===== src/rtl/encap_link_arbiter.sv =====
// Round-robin arbiter that shares one Aurora TX lane between N_PORTS encapsulators.
// Define ENCAP_ARB_STATS_EN to add the msg_count/timeout_count statistics outputs.
module encap_link_arbiter #(
    parameter int N_PORTS           = 4,
    parameter int NUMBER_PACKET     = 19,
    parameter int PKT_CNT_WIDTH     = $clog2(NUMBER_PACKET),
    parameter int AURORA_DATA_WIDTH = 64,
    parameter int PORT_ID_WIDTH     = $clog2(N_PORTS),
    parameter int TIMEOUT_CYCLES    = 256
) (
    input  logic                                 clk,
    input  logic                                 rst_n,
    input  logic [N_PORTS-1:0]                   req,
    output logic [N_PORTS-1:0]                   gnt,
    input  logic [N_PORTS*AURORA_DATA_WIDTH-1:0] data_in,
    input  logic [N_PORTS-1:0]                   valid_in,
    input  logic                                 link_ready,
    output logic [AURORA_DATA_WIDTH-1:0]         tx_tdata,
    output logic                                 tx_tvalid,
    output logic                                 tx_tlast,
    output logic                                 busy,
    output logic [PORT_ID_WIDTH-1:0]             cur_port,
    output logic                                 msg_done,
    output logic                                 timeout_err
`ifdef ENCAP_ARB_STATS_EN
    ,
    output logic [15:0]                          msg_count,
    output logic [7:0]                           timeout_count
`endif
);
    // state    | meaning
    // S_IDLE   | lane free, arbitrate among requesters when link is up
    // S_GRANT  | one-cycle start grant to the winner; a beat may already arrive
    // S_STREAM | forward the owner's beats, watchdog counts silent cycles
    // S_GAP    | one forced idle lane cycle before the next arbitration
    localparam logic [1:0] S_IDLE   = 2'd0;
    localparam logic [1:0] S_GRANT  = 2'd1;
    localparam logic [1:0] S_STREAM = 2'd2;
    localparam logic [1:0] S_GAP    = 2'd3;

    localparam int IDLE_CNT_WIDTH = $clog2(TIMEOUT_CYCLES);

    logic [1:0]                   r_state;
    logic [PORT_ID_WIDTH-1:0]     r_rr_ptr;
    logic [PORT_ID_WIDTH-1:0]     r_cur_port;
    logic [PKT_CNT_WIDTH-1:0]     r_beat_cnt;
    logic [IDLE_CNT_WIDTH-1:0]    r_idle_cnt;
    logic [N_PORTS-1:0]           r_gnt;
    logic [AURORA_DATA_WIDTH-1:0] r_tdata;
    logic                         r_tvalid;
    logic                         r_tlast;
    logic                         r_msg_done;
    logic                         r_timeout;

    logic                         w_found;
    logic [PORT_ID_WIDTH-1:0]     w_winner;
    logic [PORT_ID_WIDTH-1:0]     w_scan_idx;
    logic [PORT_ID_WIDTH-1:0]     w_next_ptr;
    logic                         w_valid;
    logic [AURORA_DATA_WIDTH-1:0] w_data;
    logic                         w_last_beat;
    logic                         w_idle_expired;

    // Scan downward so the requester closest to r_rr_ptr is written last and wins.
    always_comb begin
        w_found    = 1'b0;
        w_winner   = '0;
        w_scan_idx = '0;
        for (int k = N_PORTS - 1; k >= 0; k--) begin
            w_scan_idx = PORT_ID_WIDTH'((int'(r_rr_ptr) + k) % N_PORTS);
            if (req[w_scan_idx]) begin
                w_found  = 1'b1;
                w_winner = w_scan_idx;
            end
        end
    end

    assign w_valid        = valid_in[r_cur_port];
    assign w_data         = data_in[int'(r_cur_port) * AURORA_DATA_WIDTH +: AURORA_DATA_WIDTH];
    assign w_last_beat    = (r_beat_cnt == PKT_CNT_WIDTH'(NUMBER_PACKET - 1));
    assign w_idle_expired = (r_idle_cnt == IDLE_CNT_WIDTH'(TIMEOUT_CYCLES - 1));
    assign w_next_ptr     = (r_cur_port == PORT_ID_WIDTH'(N_PORTS - 1)) ? '0 : r_cur_port + 1'b1;

    always_ff @(posedge clk or negedge rst_n) begin
        if (!rst_n) begin
            r_state    <= S_IDLE;
            r_rr_ptr   <= '0;
            r_cur_port <= '0;
            r_beat_cnt <= '0;
            r_idle_cnt <= '0;
            r_gnt      <= '0;
            r_tdata    <= '0;
            r_tvalid   <= 1'b0;
            r_tlast    <= 1'b0;
            r_msg_done <= 1'b0;
            r_timeout  <= 1'b0;
        end else begin
            r_gnt      <= '0;
            r_tvalid   <= 1'b0;
            r_tlast    <= 1'b0;
            r_msg_done <= 1'b0;
            r_timeout  <= 1'b0;
            case (r_state)
                S_IDLE: begin
                    if (link_ready && w_found) begin
                        r_cur_port <= w_winner;
                        r_gnt      <= N_PORTS'(1) << w_winner;
                        r_beat_cnt <= '0;
                        r_idle_cnt <= '0;
                        r_state    <= S_GRANT;
                    end
                end
                S_GRANT, S_STREAM: begin
                    if (w_valid) begin
                        r_tdata    <= w_data;
                        r_tvalid   <= 1'b1;
                        r_idle_cnt <= '0;
                        if (w_last_beat) begin
                            r_tlast    <= 1'b1;
                            r_msg_done <= 1'b1;
                            r_rr_ptr   <= w_next_ptr;
                            r_state    <= S_GAP;
                        end else begin
                            r_beat_cnt <= r_beat_cnt + 1'b1;
                            r_state    <= S_STREAM;
                        end
                    end else if (r_state == S_GRANT) begin
                        r_state <= S_STREAM;
                    end else if (w_idle_expired) begin
                        // Stalled owner: drop the message without tlast and move on.
                        r_timeout <= 1'b1;
                        r_rr_ptr  <= w_next_ptr;
                        r_state   <= S_GAP;
                    end else begin
                        r_idle_cnt <= r_idle_cnt + 1'b1;
                    end
                end
                S_GAP: begin
                    r_beat_cnt <= '0;
                    r_idle_cnt <= '0;
                    r_state    <= S_IDLE;
                end
                default: r_state <= S_IDLE;
            endcase
        end
    end

    assign gnt         = r_gnt;
    assign tx_tdata    = r_tdata;
    assign tx_tvalid   = r_tvalid;
    assign tx_tlast    = r_tlast;
    assign msg_done    = r_msg_done;
    assign timeout_err = r_timeout;
    assign cur_port    = r_cur_port;
    assign busy        = (r_state == S_GRANT) || (r_state == S_STREAM);

`ifdef ENCAP_ARB_STATS_EN
    logic [15:0] r_msg_count;
    logic [7:0]  r_timeout_count;

    always_ff @(posedge clk or negedge rst_n) begin
        if (!rst_n) begin
            r_msg_count     <= '0;
            r_timeout_count <= '0;
        end else begin
            if (r_msg_done) begin
                r_msg_count <= r_msg_count + 1'b1;
            end
            if (r_timeout && (r_timeout_count != 8'hFF)) begin
                r_timeout_count <= r_timeout_count + 1'b1;
            end
        end
    end

    assign msg_count     = r_msg_count;
    assign timeout_count = r_timeout_count;
`endif

endmodule


===== config.mk =====
export PLATFORM = sky130hd
export DESIGN_NAME = encap_link_arbiter
export DESIGN_NICKNAME = d
export VERILOG_FILES = /design/src/rtl/encap_link_arbiter.sv
export SDC_FILE = /design/constraint.sdc
export NUM_CORES = 1
export LEC_CHECK = 0
export BUFFER_PORTS_ARGS = -buffer_cell sky130_fd_sc_hd__buf_2
export CORE_AREA = 2 2 134 136
export DETAILED_ROUTE_END_ITERATION = 12
export DIE_AREA = 0 0 136 138
export PLACE_DENSITY = 0.66
export SETUP_SLACK_MARGIN = 0.02
export SLEW_MARGIN = 20
export SYNTH_ARGS = -nofsm -noshare
export SYNTH_HDL_FRONTEND = slang
export SYNTH_SLANG_ARGS = --single-unit

===== constraint.sdc =====
create_clock -name clk -period 2.2 [get_ports clk]
set_clock_uncertainty 0.05 [all_clocks]
set_input_delay 0.33 -clock clk [delete_from_list [all_inputs] [get_ports clk]]
set_output_delay 0.33 -clock clk [all_outputs]
set_load 0.005 [all_outputs]

==> results of run 1 <==
==> registers in the layout, summed over array words and instances, names as in the netlist <==
register	flops
tx_tvalid	1
r_rr_ptr	2
r_state	2
cur_port	2
msg_done	1
gnt	4
r_idle_cnt	8
tx_tdata	64
r_beat_cnt	5
timeout_err	1
==> worst max-delay path, stage by stage (launching register included) <==
cell	delay [ps]
sky130_fd_sc_hd__dfrtp_1	390
sky130_fd_sc_hd__inv_1	100
sky130_fd_sc_hd__ha_1	150
sky130_fd_sc_hd__or4bb_1	410
sky130_fd_sc_hd__or2_1	300
sky130_fd_sc_hd__a2bb2oi_4	170
sky130_fd_sc_hd__mux2_2	330
==> cell usage in the layout (no fill, tap or decap), drive strengths merged, types with 3 or more instances in the layout <==
master,n
and3,5
ha,8
and2,3
dfrtp,90
o21ai,3
nand3,6
inv,13
nor3,4
buf,353
a21oi,11
nand2,10
nor2,9
nand2b,3
o41ai,3
mux2i,4
or2,3
clkbuf,9
mux2,71
mux4,65
==> through the flow <==
| step | instances | total power [mW] | util (%) | instance area [um2] |
|---|---|---|---|---|
| 6_report | 933 | 9.96 | 43.9 | 7700 |
| 3_5_place_dp | 916 | 8.60 | 42.2 | 7400 |
| 5_1_grt | 933 | 10.7 | 43.9 | 7700 |
| 4_1_cts | 933 | 10.2 | 43.9 | 7700 |
| 2_1_floorplan | 360 | 6.77 | - | 5410 |
| 3_3_place_gp | 916 | 8.46 | 42.2 | 7400 |
==> worst max-delay path by stage <==
stage                                    startpoint  slack [ps]                  endpoint  depth (start not counted)
after floorplan             cur_port[0]$_DFFE_PN0P_         190  tx_tdata[26]$_DFFE_PN0P_                          5
after global placement      cur_port[0]$_DFFE_PN0P_         190  tx_tdata[26]$_DFFE_PN0P_                          4
after detailed placement    cur_port[0]$_DFFE_PN0P_         170  tx_tdata[34]$_DFFE_PN0P_                          4
after CTS                   cur_port[0]$_DFFE_PN0P_         160  tx_tdata[30]$_DFFE_PN0P_                          4
after global routing      r_beat_cnt[0]$_DFFE_PN0P_          60   r_rr_ptr[0]$_DFFE_PN0P_                          6
final                     r_beat_cnt[0]$_DFFE_PN0P_         170   r_rr_ptr[1]$_DFFE_PN0P_                          6
==> Yosys cell counts (3+ instances only) <==
master                     instances  area [um2]
sky130_fd_sc_hd__mux4_2           65        1460
sky130_fd_sc_hd__buf_2             9        45.0
sky130_fd_sc_hd__and2_1            3        18.8
sky130_fd_sc_hd__clkbuf_1          9        33.8
sky130_fd_sc_hd__buf_6             6        67.6
sky130_fd_sc_hd__o41ai_1           3        26.3
sky130_fd_sc_hd__mux2_2           71         800
sky130_fd_sc_hd__nand2_1          10        37.5
sky130_fd_sc_hd__inv_1             8        30.0
sky130_fd_sc_hd__and3_1            5        31.3
sky130_fd_sc_hd__nand3_1           6        30.0
sky130_fd_sc_hd__mux2i_1           4        40.0
sky130_fd_sc_hd__nor3_1            4        20.0
sky130_fd_sc_hd__a21oi_1          10        50.1
sky130_fd_sc_hd__nor2_1            8        30.0
sky130_fd_sc_hd__ha_1              8         100
sky130_fd_sc_hd__dfrtp_1          90        2250
==> metal layers <==
| metal | track usage (%) | vias to the layer above | share of wire [%] |
|---|---|---|---|
| li1 | - | 2113 | - |
| met1 | 20.8 | 2336 | 39 |
| met2 | 29.6 | 217 | 52 |
| met3 | 3.26 | 27 | 7.5 |
| met4 | 5.92 | 0 | 2.0 |
| met5 | 0 | - | 0 |
==> area by class of cell <==
type | count | area share (%)
inverters | 8 | 0.390
multi-input cells | 236 | 38.6
repair buffers | 354 | 24.3
clock buffers | 9 | 2.93
clock inverters | 7 | 0.764
flip-flops and latches | 90 | 29.3
well taps | 229 | 3.72
==> power by group through the flow <==
stage,clock [mW],combinational [mW],sequential [mW]
final,1.50,5.64,2.82
after global routing,1.64,6.12,2.92
after CTS,1.57,5.76,2.83
after detailed placement,0,5.74,2.85
after global placement,0,5.63,2.83
after floorplan,0,3.91,2.86
==> cell families after synthesis <==
logic type                 count (synthesis)
DFF                                       90
adders and majority gates                  8
buffers and inverters                     34
AOI/OAI and AO/OA                         35
muxes                                    140
and+or+nand+nor                           53
==> out/summary.txt, run 1 <==
=====================================================================================================
Status                                                                                   finished, final reports clean
Worst slack at placement                                                                       172 ps
Category of the critical setup timing path                                                    reg2reg
Final wirelength                                                                             16000 um
Mux contribution to synthesized area                                                            42.6%
Hold slack                                                                                     275 ps
Worst r2r path cells                                                                                6
Worst reg2reg setup slack                                                                      170 ps
Via/cell ratio                                                                                   5.03
Final net count                                                                                   974
Die width                                                                                      136 um
Share of synthesized cell area in and, or, nand and nor gates                                   5.42%
Via Count                                                                                        4693
Average cell area after synthesis                                                            15.0 um2
Final period utilization                                                                        92.2%
Area added between synthesis and finish                                                         42.4%
Area of all sequential standard cells                                                        2260 um2
Hold Path Stages                                                                                    3
Maximum frequency from static timing analysis                                                 493 MHz
Clock latency reported for the late side of the worst-skew pair                                340 ps
Internal cell power                                                                           6.44 mW
Number of max-cap violations                                                                        0
RR Startpoint                                                                            r_beat_cnt[0]$_DFFE_PN0P_
CTS Buffer Depth                                                                                    2
Primary flip-flop cell chosen by synthesis mapping                                       sky130_fd_sc_hd__dfrtp_1
All-Layer GR Usage                                                                              17.0%
Count of hold buffers inserted by post-cts repair                                                   1
Yosys synthesis warning count                                                                       0
Number of CTS-inserted buffers                                                                      9
Post-route setup TNS                                                                             0 ps
Flip-flop and latch count after synthesis                                                          90
Hold Path End                                                                            gnt[1]$_DFF_PN0_
Worst Hold Launch                                                                          link_ready
Area of the placeable core                                                                  17500 um2
Final Hold Viols                                                                                    0
Kind of end point of the critical path                                                           flop
Fraction of the yosys area taken by sequential cells                                            41.7%
Wire length of the first global-routing pass                                                 24800 um
Cell area after synthesis                                                                    5410 um2
Final critical-path required period                                                           2030 ps
Synthesized instance count                                                                        360
Antenna-violating nets left                                                                         0
Largest net degree at the start of global routing                                                  69
IR Drop Worst-Case VDD                                                                         874 uV
Number of placed I/O pins                                                                         342
Final weighted congestion in routability-driven placement                                       0.830
Average wire per cell in the routed design                                                    17.2 um
Clock root cell                                                                          sky130_fd_sc_hd__clkbuf_16
Measured slew at the worst slew-check pin                                                      555 ps
Arrival time at the worst endpoint                                                            2210 ps
Floorplan row count                                                                                49
Crit Path Max Fanout                                                                                5
Final setup slack of the worst path                                                            172 ps
Initial antenna violation count                                                                     0
Diodes inserted                                                                                     0
Post-synthesis share of cell area spent on full adders, half adders and majority gates          1.85%
Clock transition at path regs                                                                   70 ps
CTS sink cnt                                                                                       90
Net count after synthesis                                                                         635
Number of search-and-repair iterations in the first detailed-routing pass                           4
Xor/xnor share of the synthesized area                                                             0%
Net switching fraction of the power                                                             35.4%
Area of the die                                                                             18800 um2
Power per Cell Area                                                                       1290 nW/um2
Crit start category                                                                              flop
Buffers inserted by post-CTS timing repair                                                          0
Layout fillers                                                                                   1667
CTS HTree Levels                                                                                    3
Compound-cell area share of the yosys netlist                                                   4.91%
Final global-route overflow total                                                                   0
Classification of the worst-slack hold path                                                    in2reg
Starting density of the core                                                                    30.8%
Worst slew margin relative to its limit                                                         63.0%
Relative contribution of combinational cells to total power                                     56.7%
Power spent charging and discharging nets                                                     3.52 mW
Via count of the first global-routing pass                                                       4862
Final setup violating endpoints                                                                     0
TritonCTS clock tree                                                                            built
RSZ-0062 raised after global routing                                                               no
Number of gates resized after CTS                                                                   0
Die Y-Extent                                                                                   138 um
Number of buffers added on ports                                                                  341
FFs w/ async S/R, synth                                                                          100%
Number of flops mapped to enable cells by yosys                                                     0
R2R Path End                                                                             r_rr_ptr[1]$_DFFE_PN0P_
Required @ worst endpoint                                                                     2380 ps
First-iteration detailed-routing DRC count                                                        192
Share of layout cells above drive strength 1                                                    73.0%
Fraction of power consumed by sequential logic                                                  28.3%
Number of distinct library cell variants in the gate-level netlist after synthesis                 47
DR DRC count                                                                                        0
Clk pwr share                                                                                   15.0%
Half-perimeter wire length of the detailed placement result                                  12800 um
Final max-slew violation count                                                                      0
Dominant combinational cell family by area after synthesis                               multiplexers
Combined area of the multi-input logic cells                                                 2970 um2
LEAKAGE                                                                                       3.68 nW
=====================================================================================================
(Power assumes the default switching activity.)
==> run 2, diff against run 1 <==
- CORE_AREA: 2 2 134 136 -> 2 2 133 135
- DIE_AREA: 0 0 136 138 -> 0 0 135 137
- PLACE_DENSITY: 0.66 -> 0.67
- SLEW_MARGIN: 20 -> not set
==> out/summary.txt, run 2 (synthesis gave the netlist of run 1 again) <==
========================================================================================
Arrival time at the worst endpoint                                               2220 ps   about the same
Initial antenna violation count                                                        2   +2
Half-perimeter wire length of the detailed placement result                     13600 um   +6.4%
Post-route setup TNS                                                                0 ps   unchanged
Via Count                                                                           4694   +0.021%
Clock latency reported for the late side of the worst-skew pair                   340 ps   about the same
Classification of the worst-slack hold path                                       in2reg
Final max-slew violation count                                                         0   unchanged
Final setup violating endpoints                                                        0   unchanged
Stage delay of the slowest cell on the critical path                              410 ps   about the same
Hold slack                                                                        292 ps   +17.6 ps
Via/cell ratio                                                                      5.04   +0.13%
Kind of cell adding the most delay to the critical path                     simple AND/OR/NAND/NOR gates
Buffers inserted by post-CTS timing repair                                             0   unchanged
Layout fillers                                                                      1603   -3.8%
Most common cell after layout, fill and taps aside                          sky130_fd_sc_hd__buf_2
CP Buf/Inv Count                                                                       1   unchanged
Number of buffers added on ports                                                     341   unchanged
Critical path's slowest cell                                                sky130_fd_sc_hd__or4bb_1
First-iteration detailed-routing DRC count                                           253   +32%
Starting density of the core                                                       31.7%   +0.86 points
Final Hold Viols                                                                       0   unchanged
Final setup slack of the worst path                                               159 ps   -12.6 ps
RSZ-0062 raised after global routing                                                  no
Area of the placeable core                                                     17100 um2   -2.7%
Worst slack at placement                                                          154 ps   -18.4 ps
Number of CTS-inserted buffers                                                         9   unchanged
Average wire per cell in the routed design                                       18.4 um   +7.1%
Die width                                                                         135 um   -0.74%
CTS sink cnt                                                                          90   unchanged
Power per Cell Area                                                          1310 nW/um2   +1.2%
Number of placed I/O pins                                                            342   unchanged
Share of layout cells above drive strength 1                                       73.1%   +0.076 points
Clock transition at path regs                                                      70 ps   about the same
Final wirelength                                                                17100 um   +7.0%
Antenna-violating nets left                                                            0   unchanged
TritonCTS clock tree                                                               built
Floorplan row count                                                                   48   -2.0%
Maximum frequency from static timing analysis                                    490 MHz   -0.62%
Area of all sequential standard cells                                           2260 um2   unchanged
Crit Path Max Fanout                                                                   5   unchanged
Wire length of the first global-routing pass                                    24600 um   -0.86%
Area added between synthesis and finish                                            43.0%
IR Drop Worst-Case VDD                                                            686 uV   -21%
CTS Buffer Depth                                                                       2   unchanged
Number of max-cap violations                                                           0   unchanged
Area of the die                                                                18500 um2   -1.5%
Worst slew margin relative to its limit                                            64.4%   +1.4 points
Kind of end point of the critical path                                              flop
Combined area of the multi-input logic cells                                    2970 um2   unchanged
Final weighted congestion in routability-driven placement                          0.817   -1.5%
Required @ worst endpoint                                                        2380 ps   about the same
Final global-route overflow total                                                      0   unchanged
DR DRC count                                                                           0   unchanged
Final period utilization                                                           92.8%   +0.57 points
Die Y-Extent                                                                      137 um   -0.72%
Largest net degree at the start of global routing                                     69   unchanged
Category of the critical setup timing path                                       reg2reg
Measured slew at the worst slew-check pin                                         534 ps   -21.5 ps
Final net count                                                                      976   +0.21%
Largest register FFs                                                                  64   unchanged
Crit start category                                                                 flop
Number of gates resized after CTS                                                      0   unchanged
Most frequent cells in the layout                                           sky130_fd_sc_hd__buf_2, sky130_fd_sc_hd__dfrtp_1, sky130_fd_sc_hd__mux2_2
Number of search-and-repair iterations in the first detailed-routing pass              4   unchanged
LEAKAGE                                                                          3.70 nW   +0.50%
Clock root cell                                                             sky130_fd_sc_hd__clkbuf_16
Status                                                                      finished, final reports clean
All-Layer GR Usage                                                                 17.5%   +0.52 points
Cells traversed along the worst timing path                                 inv_1, ha_1, or4bb_1, or2_1, a2bb2oi_4, mux2_2
Final critical-path required period                                              2040 ps   +12.6 ps
Count of hold buffers inserted by post-cts repair                                      1   unchanged
CTS HTree Levels                                                                       3   unchanged
Via count of the first global-routing pass                                          4739   -2.5%
========================================================================================
## run 2: where the power goes
group	total [mW]	leakage, nW	switching, mW	internal [mW]
clock network	1.58	0.149	0.669	0.914
logic	5.71	2.46	2.46	3.25
registers	2.83	1.09	0.398	2.43
## run 2: area by class of cell
type / count / area share (%)
Antenna cell: 1 / 0.0324
Clock buffer: 10 / 3.09
Clock inverter: 6 / 0.842
Inverter: 8 / 0.388
Multi-Input combinational cell: 236 / 38.4
Sequential cell: 90 / 29.2
Tap cell: 225 / 3.64
Timing Repair Buffer: 356 / 24.4
## run 2: worst paths after layout
check                                          start                       end  slack, ps  cells after the start
hold / removal                            link_ready          gnt[1]$_DFF_PN0_        290                      3
hold reg to reg             tx_tdata[41]$_DFFE_PN0P_  tx_tdata[41]$_DFFE_PN0P_        450                      1
setup reg to reg           r_beat_cnt[0]$_DFFE_PN0P_   r_rr_ptr[1]$_DFFE_PN0P_        160                      6
setup / recovery           r_beat_cnt[0]$_DFFE_PN0P_   r_rr_ptr[1]$_DFFE_PN0P_        160                      6
min in group asynchronous                      rst_n   tx_tdata[1]$_DFFE_PN0P_        440                      2
max in group asynchronous                      rst_n  tx_tdata[54]$_DFFE_PN0P_       1080                      3
## run 2: stage by stage
stage,area [um2],util (%),power (mW),std cells
finish,7730,45.3,10.1,932
global route,7730,45.3,10.8,931
CTS,7730,45.3,10.3,931
detailed placement,7410,43.5,8.64,914
global placement,7410,43.5,8.50,914
floorplan,5410,-,6.77,360
## run 2: worst min-delay path: cells and delay by family
| family | cells | cell delay [ps] |
|---|---|---|
| buffers and inverters | 1 | 120 |
| AND/OR/NAND/NOR | 2 | 190 |
## run 2: metal layers
| layer | global-route usage [%] | vias up | share of wire [%] |
|---|---|---|---|
| li1 | - | 2113 | - |
| met1 | 21.3 | 2326 | 39 |
| met2 | 30.4 | 230 | 51 |
| met3 | 4.19 | 25 | 7.7 |
| met4 | 6.25 | 0 | 1.9 |
| met5 | 0 | - | 0 |
==> run 3, diff against run 2 <==
- CORE_AREA: 2 2 133 135 -> 2 2 131 133
- DIE_AREA: 0 0 135 137 -> 0 0 133 135
- PLACE_DENSITY: 0.67 -> 0.68
==> out/summary.txt, run 3 (synthesis gave the netlist of run 1 again) <==
========================================================================================
LEAKAGE                                                                          3.71 nW   +0.20%
Count of hold buffers inserted by post-cts repair                                      1   unchanged
Area of the die                                                                18000 um2   -2.9%
RSZ-0062 raised after global routing                                                  no
Floorplan row count                                                                   47   -2.1%
Required @ worst endpoint                                                        2370 ps   about the same
Number of CTS-inserted buffers                                                         9   unchanged
Final non-filler cell total                                                          923   -0.97%
Most frequent cells in the layout                                           sky130_fd_sc_hd__buf_2, sky130_fd_sc_hd__dfrtp_1, sky130_fd_sc_hd__mux2_2
Final net count                                                                      976   unchanged
Initial antenna violation count                                                        1   -1
Area of all sequential standard cells                                           2260 um2   unchanged
Final global-route overflow total                                                      0   unchanged
Largest register FFs                                                                  64   unchanged
DR DRC count                                                                           0   unchanged
Antenna-violating nets left                                                            0   unchanged
Kind of cell adding the most delay to the critical path                     simple AND/OR/NAND/NOR gates
Final weighted congestion in routability-driven placement                          0.813   -0.55%
Combined area of the multi-input logic cells                                    2970 um2   unchanged
Number of placed I/O pins                                                            342   unchanged
Final setup slack of the worst path                                               174 ps   +14.6 ps
Kind of end point of the critical path                                              flop
Layout fillers                                                                      1490   -7.0%
Half-perimeter wire length of the detailed placement result                     13200 um   -2.5%
Wire length of the first global-routing pass                                    24200 um   -1.5%
Number of max-cap violations                                                           0   unchanged
CP Buf/Inv Count                                                                       1   unchanged
Area added between synthesis and finish                                            43.2%   about the same
Final setup violating endpoints                                                        0   unchanged
Average wire per cell in the routed design                                       18.0 um   -1.9%
Category of the critical setup timing path                                       reg2reg
Final period utilization                                                           92.1%   -0.66 points
Final Hold Viols                                                                       0   unchanged
Crit start category                                                                 flop
Area of the placeable core                                                     16400 um2   -3.8%
CTS sink cnt                                                                          90   unchanged
Final Power                                                                      10.1 mW   -0.19%
Utilization after layout                                                           47.2%   +1.8 points
Crit Path Max Fanout                                                                   5   unchanged
Number of search-and-repair iterations in the first detailed-routing pass              4   unchanged
Most common cell after layout, fill and taps aside                          sky130_fd_sc_hd__buf_2
Worst slew margin relative to its limit                                            64.6%   +0.14 points
Share of layout cells above drive strength 1                                       73.0%   -0.11 points
Die width                                                                         133 um   -1.5%
Measured slew at the worst slew-check pin                                         531 ps   -2.08 ps
Maximum frequency from static timing analysis                                    494 MHz   +0.72%
Diodes inserted                                                                        0   -1
Cells traversed along the worst timing path                                 inv_1, ha_1, or4bb_1, or2_1, a2bb2oi_4, mux2_2
CTS Buffer Depth                                                                       2   unchanged
Clock transition at path regs                                                      70 ps   about the same
Via Count                                                                           4613   -1.7%
Power per Cell Area                                                          1310 nW/um2   -0.29%
Final max-slew violation count                                                         0   unchanged
Placed cell count                                                                    909   -0.55%
Die Y-Extent                                                                      135 um   -1.5%
Worst slack at placement                                                          173 ps   +18.9 ps
Via count of the first global-routing pass                                          4540   -4.2%
Number of gates resized after CTS                                                      0   unchanged
Final critical-path required period                                              2030 ps   -14.6 ps
Arrival time at the worst endpoint                                               2200 ps   -20 ps
Starting density of the core                                                       32.9%   +1.3 points
Final wirelength                                                                16600 um   -2.9%
Critical path's slowest cell                                                sky130_fd_sc_hd__or4bb_1
All-Layer GR Usage                                                                 17.6%   +0.087 points
Status                                                                      finished, final reports clean
Clock root cell                                                             sky130_fd_sc_hd__clkbuf_16
Classification of the worst-slack hold path                                       in2reg
First-iteration detailed-routing DRC count                                           182   -28%
Buffers inserted by post-CTS timing repair                                             0   unchanged
TritonCTS clock tree                                                               built
Number of buffers added on ports                                                     341   unchanged
CTS HTree Levels                                                                       3   unchanged
Post-route setup TNS                                                                0 ps   unchanged
IR Drop Worst-Case VDD                                                            723 uV   +5.4%
Stage delay of the slowest cell on the critical path                              410 ps   about the same
Clock latency reported for the late side of the worst-skew pair                   340 ps   about the same
Largest net degree at the start of global routing                                     68   -1.4%
Via/cell ratio                                                                      5.00   -0.77%
========================================================================================
[run 3: cell count changes in the layout (fill, tap and decap cells not counted), sizes merged]
cell,change
diode,-1
inv,-1
clkinv,-1
clkinvlp,-1
bufinv,+1
clkbuf,-1
[run 3: metrics by stage]
stage | hold WS, ps | cell area, um2
finish | 264 | 7740
floorplan | -15.6 | 5410
CTS | 249 | 7740
global route | 281 | 7740
global placement | 300 | 7430
detailed placement | 304 | 7430
[run 3: routing by layer]
metal	GRT usage (%)	routed length, um	part of all wire (%)	vias to the layer above
met5	0	13	0.078	-
li1	-	-	-	2106
met2	30.6	8690	52	205
met1	21.4	6480	39	2279
met4	5.85	272	1.6	2
met3	4.43	1190	7.1	21
[run 3: area by class of cell]
cell class / count / share of cell area (%)
inverters: 8 / 0.388
well taps: 220 / 3.56
clock buffers: 9 / 2.91
clock inverters: 4 / 0.905
flip-flops and latches: 90 / 29.2
multi-input cells: 236 / 38.4
repair buffers: 356 / 24.7
[run 3: worst paths after layout]
check / slack [ps] / endpoint / start / cells after the start
worst max register to register: 170 / r_rr_ptr[0]$_DFFE_PN0P_ / r_beat_cnt[0]$_DFFE_PN0P_ / 6
worst min-delay path: 260 / gnt[1]$_DFF_PN0_ / link_ready / 3
worst max-delay path: 170 / r_rr_ptr[0]$_DFFE_PN0P_ / r_beat_cnt[0]$_DFFE_PN0P_ / 6
worst min register to register: 450 / tx_tdata[62]$_DFFE_PN0P_ / tx_tdata[62]$_DFFE_PN0P_ / 1
min in group asynchronous: 490 / tx_tdata[11]$_DFFE_PN0P_ / rst_n / 2
max in group asynchronous: 1070 / tx_tdata[48]$_DFFE_PN0P_ / rst_n / 3
[run 3: worst register-to-register path, delay by kind of cell, from the launching register on]
| family | cells | cell delay (ps) |
|---|---|---|
| adders and majority gates | 1 | 140 |
| buffers and inverters | 1 | 100 |
| DFF | 1 | 400 |
| muxes | 1 | 340 |
| and+or+nand+nor | 2 | 720 |
| AOI/OAI and AO/OA | 1 | 180 |
[run 3: power by group]
group	leakage (nW)	switching, mW	internal [mW]
logic	2.47	2.41	3.27
registers	1.09	0.398	2.43
clock network	0.147	0.620	0.972
total	3.71	3.43	6.67
